[src/rtl/regfile_write_ctrl_pkg.sv]
// Shared types and constants for the register-file write-side controller.
// Widths of a register, register address, and the buffered-load entry record.
// Imported by wb_load_fifo and regfile_write_ctrl.
package regfile_write_ctrl_pkg;

  localparam int DATA_W   = 32;
  localparam int ADDR_W   = 5;
  localparam int NUM_REGS = 1 << ADDR_W;

  localparam logic [ADDR_W-1:0] REG_ZERO = '0;

  // One buffered load return. 'live' drops when a younger ALU write to the
  // same register kills it or when the slot is popped.
  typedef struct packed {
    logic              live;
    logic [ADDR_W-1:0] dest;
    logic [DATA_W-1:0] data;
  } wb_entry_t;

endpackage

[src/rtl/regfile_write_ctrl_wb_load_fifo.sv]
// Load-return buffer: circular FIFO of wb_entry_t with kill-by-destination.
// Latency: push visible at head the next cycle; pop/kill take effect at the edge.
// Backpressure: o_full tells the caller to refuse pushes; push while full is not expected.
// Ports: CLK/RESET; i_push/i_push_dest/i_push_data; i_pop; i_kill_vld/i_kill_dest;
//        o_head (current head entry), o_empty, o_full, o_pend_mask (live dest decode).
module wb_load_fifo
  import regfile_write_ctrl_pkg::*;
#(
  parameter int DEPTH = 4
) (
  input  logic                CLK,
  input  logic                RESET,
  input  logic                i_push,
  input  logic [ADDR_W-1:0]   i_push_dest,
  input  logic [DATA_W-1:0]   i_push_data,
  input  logic                i_pop,
  input  logic                i_kill_vld,
  input  logic [ADDR_W-1:0]   i_kill_dest,
  output wb_entry_t           o_head,
  output logic                o_empty,
  output logic                o_full,
  output logic [NUM_REGS-1:0] o_pend_mask
);

  localparam int PTR_W = (DEPTH > 1) ? $clog2(DEPTH) : 1;
  localparam int CNT_W = $clog2(DEPTH + 1);

  wb_entry_t            r_mem [DEPTH];
  logic [PTR_W-1:0]     r_rd_ptr;
  logic [PTR_W-1:0]     r_wr_ptr;
  logic [CNT_W-1:0]     r_count;
  logic [NUM_REGS-1:0]  w_pend_mask;

  always_ff @(posedge CLK or posedge RESET) begin
    if (RESET) begin
      for (int i = 0; i < DEPTH; i++) begin
        r_mem[i] <= '0;
      end
      r_rd_ptr <= '0;
      r_wr_ptr <= '0;
      r_count  <= '0;
    end else begin
      // Kill first; a pop or push landing on the same slot overrides below.
      if (i_kill_vld) begin
        for (int i = 0; i < DEPTH; i++) begin
          if (r_mem[i].dest == i_kill_dest) begin
            r_mem[i].live <= 1'b0;
          end
        end
      end
      // Popped slots are marked dead so the pending decode only needs 'live'.
      if (i_pop) begin
        r_mem[r_rd_ptr].live <= 1'b0;
        r_rd_ptr             <= r_rd_ptr + 1'b1;
      end
      if (i_push) begin
        r_mem[r_wr_ptr] <= '{live: 1'b1, dest: i_push_dest, data: i_push_data};
        r_wr_ptr        <= r_wr_ptr + 1'b1;
      end
      r_count <= r_count + CNT_W'(i_push) - CNT_W'(i_pop);
    end
  end

  // Pure decode of registered entry state, so it only moves on posedge.
  always_comb begin
    w_pend_mask = '0;
    for (int i = 0; i < DEPTH; i++) begin
      if (r_mem[i].live) begin
        w_pend_mask[r_mem[i].dest] = 1'b1;
      end
    end
  end

  assign o_head      = r_mem[r_rd_ptr];
  assign o_empty     = (r_count == '0);
  assign o_full      = (r_count == CNT_W'(DEPTH));
  assign o_pend_mask = w_pend_mask;

endmodule

[src/rtl/regfile_write_ctrl.sv]
// Register-file write port arbiter: ALU results first, then buffered loads, then load bypass.
// Latency: ALU 1 cycle; load 1 cycle when bypassed, else 1 + queue position + ALU stalls.
// Backpressure: ld_ready low when the load buffer is full; ALU path is never stalled.
// Ports: CLK/RESET; alu_valid/alu_dest/alu_data; ld_valid/ld_dest/ld_data/ld_ready;
//        RegWr/Writad/Writedata (registered write port); pend_mask (live buffered loads).
module regfile_write_ctrl
  import regfile_write_ctrl_pkg::*;
#(
  parameter int DEPTH = 4
) (
  input  logic                CLK,
  input  logic                RESET,
  input  logic                alu_valid,
  input  logic [ADDR_W-1:0]   alu_dest,
  input  logic [DATA_W-1:0]   alu_data,
  input  logic                ld_valid,
  input  logic [ADDR_W-1:0]   ld_dest,
  input  logic [DATA_W-1:0]   ld_data,
  output logic                ld_ready,
  output logic                RegWr,
  output logic [ADDR_W-1:0]   Writad,
  output logic [DATA_W-1:0]   Writedata,
  output logic [NUM_REGS-1:0] pend_mask
);

  logic              r_regwr;
  logic [ADDR_W-1:0] r_writad;
  logic [DATA_W-1:0] r_writedata;

  wb_entry_t         w_head;
  logic              w_empty;
  logic              w_full;
  logic              w_alu_take;
  logic              w_ld_acc;
  logic              w_ld_killed;
  logic              w_pop;
  logic              w_bypass;
  logic              w_push;

  // Writes to r0 are architecturally discarded, so an ALU op to r0 frees the slot.
  assign w_alu_take  = alu_valid && (alu_dest != REG_ZERO);
  // ld_ready uses the pre-pop count: a full buffer refuses a load even while draining.
  assign ld_ready    = !w_full;
  assign w_ld_acc    = ld_valid && ld_ready && (ld_dest != REG_ZERO);
  // Same-cycle ALU write to the same register is younger; the load is stale.
  assign w_ld_killed = w_alu_take && (ld_dest == alu_dest);
  assign w_pop       = !w_alu_take && !w_empty;
  // Bypass only with an empty buffer, so older buffered loads are never overtaken.
  assign w_bypass    = !w_alu_take && w_empty && w_ld_acc;
  assign w_push      = w_ld_acc && !w_ld_killed && !w_bypass;

  wb_load_fifo #(.DEPTH(DEPTH)) u_fifo (
    .CLK         (CLK),
    .RESET       (RESET),
    .i_push      (w_push),
    .i_push_dest (ld_dest),
    .i_push_data (ld_data),
    .i_pop       (w_pop),
    .i_kill_vld  (w_alu_take),
    .i_kill_dest (alu_dest),
    .o_head      (w_head),
    .o_empty     (w_empty),
    .o_full      (w_full),
    .o_pend_mask (pend_mask)
  );

  always_ff @(posedge CLK or posedge RESET) begin
    if (RESET) begin
      r_regwr     <= 1'b0;
      r_writad    <= '0;
      r_writedata <= '0;
    end else if (w_alu_take) begin
      r_regwr     <= 1'b1;
      r_writad    <= alu_dest;
      r_writedata <= alu_data;
    end else if (!w_empty) begin
      // A dead head still consumes the slot but produces no write.
      r_regwr <= w_head.live;
      if (w_head.live) begin
        r_writad    <= w_head.dest;
        r_writedata <= w_head.data;
      end
    end else if (w_bypass) begin
      r_regwr     <= 1'b1;
      r_writad    <= ld_dest;
      r_writedata <= ld_data;
    end else begin
      r_regwr <= 1'b0;
    end
  end

  assign RegWr     = r_regwr;
  assign Writad    = r_writad;
  assign Writedata = r_writedata;

endmodule
[config.mk]
export PLATFORM = sky130hd
export DESIGN_NAME = regfile_write_ctrl
export DESIGN_NICKNAME = d
export VERILOG_FILES = /design/src/rtl/regfile_write_ctrl_pkg.sv /design/src/rtl/regfile_write_ctrl_wb_load_fifo.sv /design/src/rtl/regfile_write_ctrl.sv
export SDC_FILE = /design/constraint.sdc
export NUM_CORES = 1
export LEC_CHECK = 0
export ABC_CLOCK_PERIOD_IN_PS = 4990
export BUFFER_PORTS_ARGS = -buffer_cell sky130_fd_sc_hd__buf_2
export CELL_PAD_IN_SITES_DETAIL_PLACEMENT = 1
export CELL_PAD_IN_SITES_GLOBAL_PLACEMENT = 1
export CORE_ASPECT_RATIO = 1.5
export CORE_MARGIN = 2
export CORE_UTILIZATION = 43
export CTS_CLUSTER_DIAMETER = 200
export DETAILED_ROUTE_END_ITERATION = 16
export PLACE_DENSITY = 0.75
export SYNTH_ARGS = -nofsm -noshare
export SYNTH_HDL_FRONTEND = slang
export SYNTH_HIERARCHICAL = 1
export SYNTH_SLANG_ARGS = --single-unit
[constraint.sdc]
create_clock -name CLK -period 4.99 [get_ports CLK]
set_input_delay 0.998 -clock CLK [delete_from_list [all_inputs] [get_ports CLK]]
set_output_delay 0.998 -clock CLK [all_outputs]
set_load 0.02 [all_outputs]
# Word level (Yosys, flattened, before mapping)

Cells that the tools add are included.

Flip-flop bits (word level): 197
Output and inout port bits: 71
Logic and storage cells: 113
Bits of input ports: 78

Bitwise operators: 5
Add/subtract/negate cells: 4
Equality and inequality tests: 7
Multiplexer cells: 42
Magnitude comparators: 12
Reductions and logical operators: 25

Operator list:

| kind                  | count |
|---|---|
| $bwmux W152           | 2 |
| $mux W152             | 2 |
| $mux W32              | 8 |
| $demux W38 S2         | 2 |
| $mux W38              | 4 |
| $or A32 B32 Y32       | 3 |
| $bmux W38 S2          | 1 |
| $eq A5 B5 Y1          | 5 |
| $lt A5 B6 Y1 const B  | 4 |
| $demux W1 S5          | 4 |
| $ge A5 B1 Y1 const B  | 4 |
| $mux W5               | 4 |
| $logic_and A1 B1 Y1   | 15 |
| $mux W1               | 15 |
| $reduce_bool A5 Y1    | 2 |
| $ge A3 B3 Y1 const B  | 2 |
| $lt A3 B1 Y1 const B  | 2 |
| $not A2 Y3            | 2 |
| $logic_not A1 Y1      | 5 |
| $add A2 B1 Y2 const B | 2 |
| $add A3 B1 Y3         | 1 |
| $eq A3 B3 Y1 const B  | 1 |
| $logic_not A3 Y1      | 1 |
| $ne A3 B1 Y1 const B  | 1 |
| other kinds (3)       | 3 |

# Logic depth before layout (Yosys ltp)

Gate-level depths: netlist (run 1).

Depth in word-level cells: 11
Depth in mapped cells: 11

# Cells and area by module

The synthesis (run 1) kept the hierarchy.

By module, submodules not included:

| module             | times used | area each (µm²) | cells each |
|---|---|---|---|
| wb_load_fifo       | 1          | 8300.5          | 589 |
| regfile_write_ctrl | 1          | 2452.4          | 183 |

# Worst setup path after synthesis (run 1)

OpenSTA, ideal clock, no wires.

Kind: in2reg
Start point: input alu_dest[1]
End point: register u_fifo/r_mem[33] (netlist bit)
Data required time: 4862 ps
Data arrival time: 3184 ps
Library setup time: 128 ps
Setup slack: 1678 ps
Path buffers: 4
Cell stages on the path: 10
Path through: or4_4 > o21ai_4 > buf_1 > a31oi_1 > o21a_1 > buf_4 > nand2_2 > buf_4 > buf_6 > mux2_1

Longest elaborated chain between the ends: 8
Elaborated cells between the ends (all ways): 15

Ends and longest elaborated chain:

| what                              | line                                  | text |
|---|---|---|
| from (decl)                       | regfile_write_ctrl.sv:14              | `input logic [ADDR_W-1:0] alu_dest,` |
| $reduce_bool A5 Y1                | regfile_write_ctrl.sv:41              | `assign w_alu_take = alu_valid && (alu_dest != REG_ZERO);` |
| $logic_and A1 B1 Y1               | regfile_write_ctrl.sv:41              |  |
| $logic_not A1 Y1                  | regfile_write_ctrl.sv:49              | `assign w_bypass = !w_alu_take && w_empty && w_ld_acc;` |
| $logic_and A1 B1 Y1 (2 in series) | regfile_write_ctrl.sv:49              |  |
| $logic_not A1 Y1                  | regfile_write_ctrl.sv:50              | `assign w_push = w_ld_acc && !w_ld_killed && !w_bypass;` |
| $logic_and A1 B1 Y1 *             | regfile_write_ctrl.sv:50              |  |
| net w_push                        | regfile_write_ctrl.sv:38              | `logic w_push;` |
| $mux W152 *                       | regfile_write_ctrl_wb_load_fifo.sv:56 | `if (i_push) begin` |
| to (signal, indexed assignment)   | regfile_write_ctrl_wb_load_fifo.sv:57 | `r_mem[r_wr_ptr] <= '{live: 1'b1, dest: i_push_dest, data: i_push_data};` |
| to (decl)                         | regfile_write_ctrl_wb_load_fifo.sv:28 | `wb_entry_t r_mem [DEPTH];` |

Mark *: on every way through the listed nets, which the timed path passes. The rest lies on a longest branch.
A chain may end at the register's enable or synchronous reset.

# Final worst setup path (run 1)

Start point: input alu_dest[1]
End point: register u_fifo/r_mem[112] (netlist bit)

Elaborated cells between the ends (all ways): 15

RTL lines:

| what                  | line                                  | text |
|---|---|---|
| $reduce_bool A5 Y1 *  | regfile_write_ctrl.sv:41              |  |
| $logic_and A1 B1 Y1 * | regfile_write_ctrl.sv:41              |  |
| net w_alu_take        | regfile_write_ctrl.sv:33              | `logic w_alu_take;` |
| $logic_not A1 Y1 *    | regfile_write_ctrl.sv:47              | `assign w_pop = !w_alu_take && !w_empty;` |
| $logic_and A1 B1 Y1 * | regfile_write_ctrl.sv:47              |  |
| net w_pop             | regfile_write_ctrl.sv:36              | `logic w_pop;` |
| $mux W152 *           | regfile_write_ctrl_wb_load_fifo.sv:52 | `if (i_pop) begin` |
| $bwmux W152           | regfile_write_ctrl_wb_load_fifo.sv:57 |  |
| $mux W152 *           | regfile_write_ctrl_wb_load_fifo.sv:56 |  |

Marks and branches as above.

==> flow_summary.yaml, run 1 <==
status:
  status: "finished clean"
sta:
  worst_slew_pin_slew_ns: 0.922
  finClkSkew_ns: 0.00763
  max_slew_margin_pct: 38.5
  fmax_mhz: 304
  setup_ws_ns: 1.70
  period_share_pct: 66.0
  layout_min_cycle_time_ns: 3.29
  finalSetupViolations: 0
  slew_violations: 0
  rsz0062_at_grt: "no"
  tns_ns: 0
  hold_viol: 0
grt:
  grtUsageMet3_pct: 3.16
  grt_overflow_total: 0
  antenna_found_initial: 0
  grt_util_all_layers_pct: 22.3
  grt_pass1_wl_um: 45000
  globalRouteMet2Util_pct: 42.6
  grt_pass1_vias: 7957
  use_met1_pct: 24.5
  grt_max_degree: 160
  busiest_layer: "met2"
logic_synthesis:
  synth_edf_count: 0
  synth_area_um2: 10800
  postSynthAreaPerCell_um2: 13.9
  netlist.area_leader.share_pct: 45.8
  yosysWarningCount: 6
  synth.net_count: 861
  synth_cells: 772
  ys_seq_area_share_pct: 45.8
  synth_cell_types: 51
  ys_ff_latch: 197
  yosys_most_used_dff: "dfrtp_1"
  synthArstFlopShare_pct: 100
  yosysTopAreaCell: "dfrtp_1"
  synth_area_leaders: "dfrtp_1 46%, mux2_2 21%, mux4_2 7.7%, mux2_1 3.4%, mux2_4 2.7%"
floorplanning:
  die_h_um: 198
  dieArea_um2: 26300
  chipWidth_um: 133
  core_area_um2: 24500
  pin_count: 149
  rows: 70
  floorplan.initialDensity_pct: 43.8
route:
  via_per_inst: 5.74
  drc: 0
  routed_wl_um: 28600
  dr.pass1.iters: 4
  drtAntennaViolNets: 0
  drt_iter0_markers: 283
  wire_per_inst_um: 23.3
  vias: 7053
cts:
  clock_latency_ns: 0.43
  post_cts_buffers: 0
  htree_levels: 4
  cts_resized: 0
  cts_hold_buf: 0
  cts_root_buffer: "clkbuf_16"
  cts_num_sinks: 197
  cts.path.max_buffers: 2
  numCtsBuffers: 17
  cts.clk_slew.worst_paths_ns: 0.07
  cts_tree: "built"
setup_path:
  path_max_fanout: 19
  reg2regPathDepth: 5
  path_depth: 9
  critPathKind: "in2reg"
  arrival_ns: 3.61
  cp_num_buf_inv: 3
  crit_family: "simple AND/OR/NAND/NOR gates"
  crit_required_ns: 5.31
  endpoint_kind: "flop"
  crit_chain: "buf_2 > or4_4 > o21ai_4 > inv_2 > nor2_1 > o21a_1 > nand2_2 > buf_4 > mux2_1"
  max_stage_delay_ns: 0.56
  slowest_stage: "or4_4"
  start_kind: "input port"
placement:
  dpl.hpwl_um: 19600
  gp_congestion: 0.895
  dp_worst_setup_slack_ns: 1.24
  port_buffers: 148
power:
  irDropWorstVdd_uv: 306
  p_leak_uw: 0.00533
  power_density_nw_per_um2: 697
cells_and_area:
  area_delta_synth_final_pct: 14.2
  final_nets: 981
  final_layout_size_suffix_gt1_share_pct: 51.5
  num-fill-cells: 2549
  diodes: 0
worst_hold_path:
  hp-class: "reg2reg"
  hold_depth: 1
run:
  drv_cap: 0
==> where the power goes <==
part	switching [uW]	total (uW)	internal (uW)
combinational	1850	4010	2160
clock	640	1390	752
sequential	739	3160	2420
total	3230	8560	5330
==> per-stage QoR <==
stage / total power (uW) / util (%) / hold WS [ns] / area [um2] / cells
3_3_place_gp: 7020 / 47.7 / 0.468 / 11700 / 1197
6_report: 8560 / 50.1 / 0.494 / 12300 / 1229
5_1_grt: 9050 / 50.1 / 0.515 / 12300 / 1229
2_1_floorplan: 6080 / - / 0.459 / 10800 / 772
3_5_place_dp: 7190 / 47.7 / 0.479 / 11700 / 1197
4_1_cts: 8620 / 50.1 / 0.495 / 12300 / 1229
==> state kept, by name (all words and copies together) (netlist names) <==
signal	cells
RegWr	1
u_fifo/r_count	3
Writad	5
u_fifo/r_wr_ptr	2
u_fifo/r_rd_ptr	2
u_fifo/r_mem	152
Writedata	32
==> logic make-up after synthesis <==
| logic type | count (synthesis) | share of synthesized area (%) |
|---|---|---|
| adder cells (fa/ha/maj) | 11 | 1.35 |
| XOR/XNOR | 29 | 2.36 |
| flip-flops | 197 | 45.8 |
| AO/OA/AOI/OAI | 81 | 5.96 |
| multiplexers | 292 | 35.2 |
| AND/OR/NAND/NOR | 89 | 5.56 |
| buffers and inverters | 73 | 3.72 |
==> cells in the final DEF (no fill, tap or decap), drive strengths merged, types with 7 or more instances in the layout <==
master,netlist,layout
o21ai,8,8
nor2,7,7
ha,10,10
o221ai,28,28
mux2,249,249
xor2,21,21
dfrtp,197,197
mux4,38,38
clkbuf,9,17
a22oi,27,27
inv,12,17
buf,52,162
xnor2,8,8
nand3b,10,10
nand2,21,21
==> layout make-up <==
cell class	instances	area, um2	share of cell area (%)
Multi-Input combinational cell	502	5430	44.2
Sequential cell	197	4930	40.2
Timing Repair Buffer	162	871	7.09
Clock buffer	17	425	3.46
Tap cell	324	405	3.30
Clock inverter	15	169	1.38
Inverter	12	48.8	0.397
==> worst paths after layout <==
check / from / endpoint / slack [ns]
max: alu_dest[1] / u_fifo/r_mem[112] / 1.70
min: u_fifo/r_mem[41] / u_fifo/r_mem[41] / 0.49
max reg2reg: u_fifo/r_rd_ptr[0] / Writedata[11] / 2.28
min reg2reg: u_fifo/r_mem[41] / u_fifo/r_mem[41] / 0.49
max in group asynchronous: RESET / u_fifo/r_mem[87] / 3.53
min in group asynchronous: RESET / Writedata[28] / 0.79
==> cell usage after synthesis, types with 4 or more instances <==
cell type and n:
a22oi_1 27, a41oi_1 4, and4b_1 6, buf_1 4
buf_2 32, buf_4 9, buf_6 7, clkbuf_1 9
dfrtp_1 197, ha_1 10, inv_1 11, mux2_1 32
mux2_2 198, mux2_4 19, mux2i_1 5, mux4_2 37
nand2_1 17, nand2_2 4, nand3_1 4, nand3b_1 10
nor2_1 7, nor2b_1 5, nor3_1 4, nor3b_1 5
nor4_1 4, o21ai_0 7, o221ai_1 28, o22ai_1 4
or3_1 6, or3b_1 4, xnor2_1 8, xor2_1 21
==> metal layers <==
metal | share of wire [%] | wire length [um] | vias to the layer above
met5 | 0 | 0 | -
met4 | 3.0 | 865 | 0
met3 | 3.2 | 916 | 50
met2 | 55 | 15900 | 172
met1 | 38 | 11000 | 3664
li1 | - | - | 3167
No activity file was read; power rests on OpenSTA's default activity.
==> run 2: changes to the inputs <==
--- a/config.mk
+++ b/config.mk
@@ -5,16 +5,17 @@
 export SDC_FILE = /design/constraint.sdc
 export NUM_CORES = 1
 export LEC_CHECK = 0
-export ABC_CLOCK_PERIOD_IN_PS = 4990
+export ABC_AREA = 1
+export ABC_CLOCK_PERIOD_IN_PS = 2700
 export BUFFER_PORTS_ARGS = -buffer_cell sky130_fd_sc_hd__buf_2
 export CELL_PAD_IN_SITES_DETAIL_PLACEMENT = 1
 export CELL_PAD_IN_SITES_GLOBAL_PLACEMENT = 1
 export CORE_ASPECT_RATIO = 1.5
 export CORE_MARGIN = 2
-export CORE_UTILIZATION = 43
+export CORE_UTILIZATION = 38
 export CTS_CLUSTER_DIAMETER = 200
 export DETAILED_ROUTE_END_ITERATION = 16
-export PLACE_DENSITY = 0.75
+export PLACE_DENSITY = 0.76
 export SYNTH_ARGS = -nofsm -noshare
 export SYNTH_HDL_FRONTEND = slang
 export SYNTH_HIERARCHICAL = 1
==> constraint.sdc (replaced) <==
create_clock -name CLK -period 2.7 [get_ports CLK]
set_input_delay 0.54 -clock CLK [delete_from_list [all_inputs] [get_ports CLK]]
set_output_delay 0.54 -clock CLK [all_outputs]
set_load 0.02 [all_outputs]
==> run 2 against run 1 <==
  * Clock power is 76% higher
  * Critical path depth is 4 lower
  * Via count is 56% higher
  * Clock skew is 0.0032 ns higher
  * Count of clock-buffer cells in the layout is 1 higher
  * Sequential share of layout area is 1.9 points lower
  * Critical path type is now reg2out
  * Critical endpoint is now pend_mask[21]
  * Largest cell class unchanged
==> flow_summary.yaml, run 2 <==
status:
  status: "finished clean"
route:
  dr.pass1.iters: 5
  vias: 11017
  wire_per_inst_um: 19.1
  drc: 0
  drtAntennaViolNets: 0
  drt_iter0_markers: 594
  routed_wl_um: 39400
  via_per_inst: 5.34
setup_path:
  endpoint_kind: "output port"
  reg2regPathDepth: 8
  critical_path.startpoint: "u_fifo/r_mem[72]"
  critPathKind: "reg2out"
  start_kind: "flop"
  r2r_slack_ns: 0.59
  arrival_ns: 2.11
  path_max_fanout: 8
  r2r_end: "u_fifo/r_count[2]"
  crit_required_ns: 2.16
  r2r-start: "u_fifo/r_count[1]"
worst_hold_path:
  hp-class: "in2async"
cts:
  cts_tree: "built"
  clock_latency_ns: 0.46
  cts.path.max_buffers: 2
  cts_root_buffer: "clkbuf_16"
  cts.clk_slew.worst_paths_ns: 0.08
  cts_resized: 0
  cts_hold_buf: 0
  htree_levels: 4
  post_cts_buffers: 0
  numCtsBuffers: 17
  cts_num_sinks: 197
floorplanning:
  die_h_um: 213
  rows: 76
  pin_count: 149
  floorplan.initialDensity_pct: 38.5
  chipWidth_um: 143
  dieArea_um2: 30400
  core_area_um2: 28600
cells_and_area:
  final_layout_size_suffix_gt1_share_pct: 16.1
  top_register: "u_fifo/r_mem"
  largest_register_ff_count: 152
  final_cell_mix: "443 x nand2_1, 196 x dfrtp_1, 166 x o21ai_0, 151 x nor2_1, 148 x buf_2"
  final_nets: 1748
  area_delta_synth_final_pct: 16.9
  post-route-util_pct: 45.0
  layout_commonest_cell: "nand2_1"
  num-fill-cells: 3670
sta:
  fmax_mhz: 377
  slew_violations: 0
  layout_min_cycle_time_ns: 2.65
  finalSetupViolations: 0
  tns_ns: 0
  rsz0062_at_grt: "yes"
  finClkSkew_ns: 0.0109
  hold_viol: 0
  max_slew_margin_pct: 57.9
  period_share_pct: 98.1
  setup_ws_ns: 0.0506
  worst_slew_pin_slew_ns: 0.628
power:
  power_uw: 16400
  p_clk_share_pct: 14.9
  p_seq_share_pct: 33.1
  switching_share_pct: 48.6
  p_leak_uw: 0.00657
  irDropWorstVdd_uv: 612
  p_sw_uw: 7980
  combPwrFrac_pct: 52.0
  p_int_uw: 8420
  power_density_nw_per_um2: 1270
grt:
  antenna_found_initial: 3
  grt_max_degree: 92
  globalRouteMet2Util_pct: 48.1
  grt_pass1_vias: 11705
  grt_util_all_layers_pct: 26.9
  grtUsageMet3_pct: 4.21
  busiest_layer: "met2"
  grt_overflow_total: 0
  grt_pass1_wl_um: 63200
  use_met1_pct: 30.2
placement:
  gp_congestion: 0.908
  port_buffers: 148
  dpl.hpwl_um: 28100
  dp_worst_setup_slack_ns: 0.169
logic_synthesis:
  yosysTopAreaCell: "dfrtp_1"
  synth_common_cells: "447 x nand2_1, 197 x dfrtp_1, 166 x o21ai_0"
  synth_cell_types: 30
  synth_edf_count: 0
  synth_cells: 1537
  synth_area_um2: 11000
  yosysWarningCount: 6
  netlist.area_leader.share_pct: 44.8
  synthArstFlopShare_pct: 100
  postSynthAreaPerCell_um2: 7.17
  yosys_most_used_dff: "dfrtp_1"
  yosysMostFrequentCell: "nand2_1"
  synth_area_leaders: "dfrtp_1 45%, nand2_1 15%, o21ai_0 7.5%, nor2_1 5.1%, nand3_1 4.7%"
  ys_ff_latch: 197
  synth.net_count: 1626
  ys_seq_area_share_pct: 44.8
run:
  drv_cap: 0
run 2: cell types whose count changed after synthesis, sizes merged, moves of 80 or more:
cell / change
a21oi: +80
nand2: +427
mux2: -249
nand3: +100
o21ai: +249
inv: +103
nor2: +146
run 2: area by class of cell:
| type | instances | area, um2 | area share (%) |
|---|---|---|---|
| flip-flops and latches | 197 | 4930 | 38.3 |
| well taps | 390 | 488 | 3.79 |
| diodes | 2 | 5.00 | 0.0389 |
| clock inverters | 14 | 119 | 0.923 |
| repair buffers | 200 | 1260 | 9.76 |
| multi-input cells | 1128 | 5210 | 40.4 |
| inverters | 115 | 438 | 3.40 |
| clock buffers | 18 | 429 | 3.33 |
run 2: worst max path at each step:
stage | end | slack (ns) | cells past startpoint
global route | pend_mask[13] | -0.06 | 5
detailed placement | u_fifo/r_count[2] | 0.17 | 12
floorplan | u_fifo/r_count[2] | 0.12 | 12
CTS | pend_mask[31] | 0.004 | 5
global placement | u_fifo/r_count[1] | 0.21 | 12
finish | pend_mask[21] | 0.05 | 5
run 2: critical path: stages, from the launching register on:
cell and delay [ns]:
dfrtp_1 0.58, inv_2 0.16, nor3_1 0.51, a21oi_1 0.15, nand2_1 0.08, buf_2 0.17
run 2: power by group through the flow:
stage	clock network [uW]	registers [uW]	logic (uW)
floorplan	0	5340	5310
finish	2450	5430	8520
detailed placement	0	5450	8550
CTS	2500	5410	8590
global placement	0	5390	8260
global route	2600	5590	9590
run 2: per-stage QoR:
stage | std cells | instance area (um2) | hold WS, ns
finish | 2064 | 12900 | 0.0135
global route | 2063 | 12900 | 0.0164
global placement | 2030 | 12300 | 0.453
floorplan | 1537 | 11000 | 0.448
detailed placement | 2030 | 12300 | 0.459
CTS | 2062 | 12900 | 0.00324
run 2: cells by family (layout without fill, tap and decap cells):
family          Yosys count  in the layout  share of synthesized area [%]
other cells               0              2                              0
compound gates          372            372                           17.3
fa+ha+maj                11             11                           1.32
xor+xnor                  9              9                          0.716
buf+inv                 212            347                           8.22
simple gates            736            736                           27.7
flops                   197            197                           44.8
run 2: metal layers:
layer | share of wire, % | vias to the layer above
met1 | 39 | 5455
li1 | - | 5244
met3 | 3.2 | 90
met5 | 0.051 | -
met4 | 5.1 | 4
met2 | 53 | 224
==> run 3: changes to the inputs <==
==> constraint.sdc (replaced) <==
create_clock -name CLK -period 2.7 [get_ports CLK]
set_input_delay 0.54 -clock CLK [delete_from_list [all_inputs] [get_ports CLK]]
set_output_delay 0.54 -clock CLK [all_outputs]
set_load 0.1 [all_outputs]
==> run 3 against run 2 <==
  * Combinational power increased by 33%
  * Largest power group unchanged
  * Critical endpoint is now pend_mask[4]
  * Setup slack improved by 0.0073 ns
  * Non-clock buffer count increased by 7
  * Highest routed layer unchanged
==> flow_summary.yaml, run 3 (synthesis results as in run 2) <==
setup_path:
  crit_required_ns: 2.16
  endpoint_kind: "output port"
  critPathKind: "reg2out"
  path_max_fanout: 8
  start_kind: "flop"
  reg2regPathDepth: 8
  r2r_slack_ns: 0.55
  r2r_end: "u_fifo/r_count[1]"
  r2r-start: "u_fifo/r_count[1]"
  arrival_ns: 2.10
cells_and_area:
  design_area_um2: 13100
  area_delta_synth_final_pct: 18.9
  seqCellArea_um2: 4930
  largest_register_ff_count: 152
  final_cell_mix: "443 x nand2_1, 196 x dfrtp_1, 166 x o21ai_0, 151 x nor2_1, 116 x buf_2"
  layout_commonest_cell: "nand2_1"
  diodes: 0
  multiInputGateArea_um2: 5250
  final_nets: 1755
  num-fill-cells: 3630
  top_register: "u_fifo/r_mem"
  final_layout_size_suffix_gt1_share_pct: 17.1
route:
  drtAntennaViolNets: 0
  drt_iter0_markers: 517
  vias: 10945
  wire_per_inst_um: 18.7
  via_per_inst: 5.29
  dr.pass1.iters: 5
  drc: 0
  routed_wl_um: 38700
status:
  status: "finished clean"
cts:
  htree_levels: 4
  cts_root_buffer: "clkbuf_16"
  cts.clk_slew.worst_paths_ns: 0.07
  cts.path.max_buffers: 2
  cts_num_sinks: 197
  cts_tree: "built"
  numCtsBuffers: 17
  clock_latency_ns: 0.45
  cts_hold_buf: 0
sta:
  finalSetupViolations: 0
  hold_viol: 0
  rsz0062_at_grt: "yes"
  setup_ws_ns: 0.0578
  worst_slew_pin_slew_ns: 0.573
  layout_min_cycle_time_ns: 2.64
  max_slew_margin_pct: 61.4
  slew_violations: 0
  period_share_pct: 97.9
  whs_ns: 0.0270
  finClkSkew_ns: 0.0113
  fmax_mhz: 378
grt:
  antenna_found_initial: 1
  grt_max_degree: 92
  grt_overflow_total: 0
  grt_pass1_vias: 11625
  grt_pass1_wl_um: 62100
  grt_util_all_layers_pct: 26.3
floorplanning:
  chipWidth_um: 143
  dieArea_um2: 30400
  core_area_um2: 28600
  die_h_um: 213
  floorplan.initialDensity_pct: 38.5
  rows: 76
  pin_count: 149
power:
  irDropWorstVdd_uv: 951
  p_leak_uw: 0.00663
  power_density_nw_per_um2: 1470
placement:
  dpl.hpwl_um: 27900
  gp_congestion: 0.886
  dp_worst_setup_slack_ns: 0.148
  port_buffers: 148
  place_area_um2: 12400
run:
  drv_cap: 0
worst_hold_path:
  hp-class: "in2async"
## run 3: timing repair
item | 4_1_cts | 5_1_grt
pin swaps | 0 | 2
setup endpoints to repair | 27 | 28
setup buffers | 0 | 1
resized for setup | 28 | 14
endpoints found under the hold margin | 0 | 0
## run 3: per-stage QoR
stage | instances | utilization, % | power, uW | TNS [ns]
after floorplan | 1537 | - | 13200 | 0
after global placement | 2036 | 43.2 | 16300 | 0
after detailed placement | 2036 | 43.2 | 16600 | 0
after CTS | 2068 | 45.5 | 19300 | 0
after global routing | 2069 | 45.8 | 20700 | -0.0381
final | 2069 | 45.8 | 19300 | 0
## run 3: final cells by class
cell class	count	share of cell area, %
clock buffers	19	3.46
clock inverters	13	1.11
inverters	115	3.34
multi-input cells	1128	40.0
flip-flops and latches	197	37.6
well taps	390	3.72
repair buffers	207	10.7
## run 3: report_power, final
group	switching [uW]	internal, uW	leakage (uW)
clock network	1180	1430	0.000287
registers	1050	4330	0.00246
logic	8250	3030	0.00388
total	10500	8780	0.00663
## run 3: worst max path at each step
stage / start / endpoint
after floorplan: alu_dest[4] / u_fifo/r_count[2]
after global placement: alu_dest[0] / u_fifo/r_count[1]
after detailed placement: alu_dest[0] / u_fifo/r_count[1]
after CTS: u_fifo/r_mem[109] / pend_mask[0]
after global routing: u_fifo/r_mem[34] / pend_mask[4]
final: u_fifo/r_mem[34] / pend_mask[4]
## run 3: routing by layer
layer,vias to the layer above,GRT usage (%),part of all wire [%]
met2,221,47.4,52
met4,2,16.0,6.0
met5,-,0,0.018
li1,5250,-,-
met3,99,3.33,2.6
met1,5373,29.3,39
## run 3: critical path: stages (launching register included)
cell and delay [ns]:
dfrtp_1 0.58, inv_2 0.16, nor3_1 0.35, a21oi_1 0.14
nand2_1 0.10, clkbuf_4 0.33
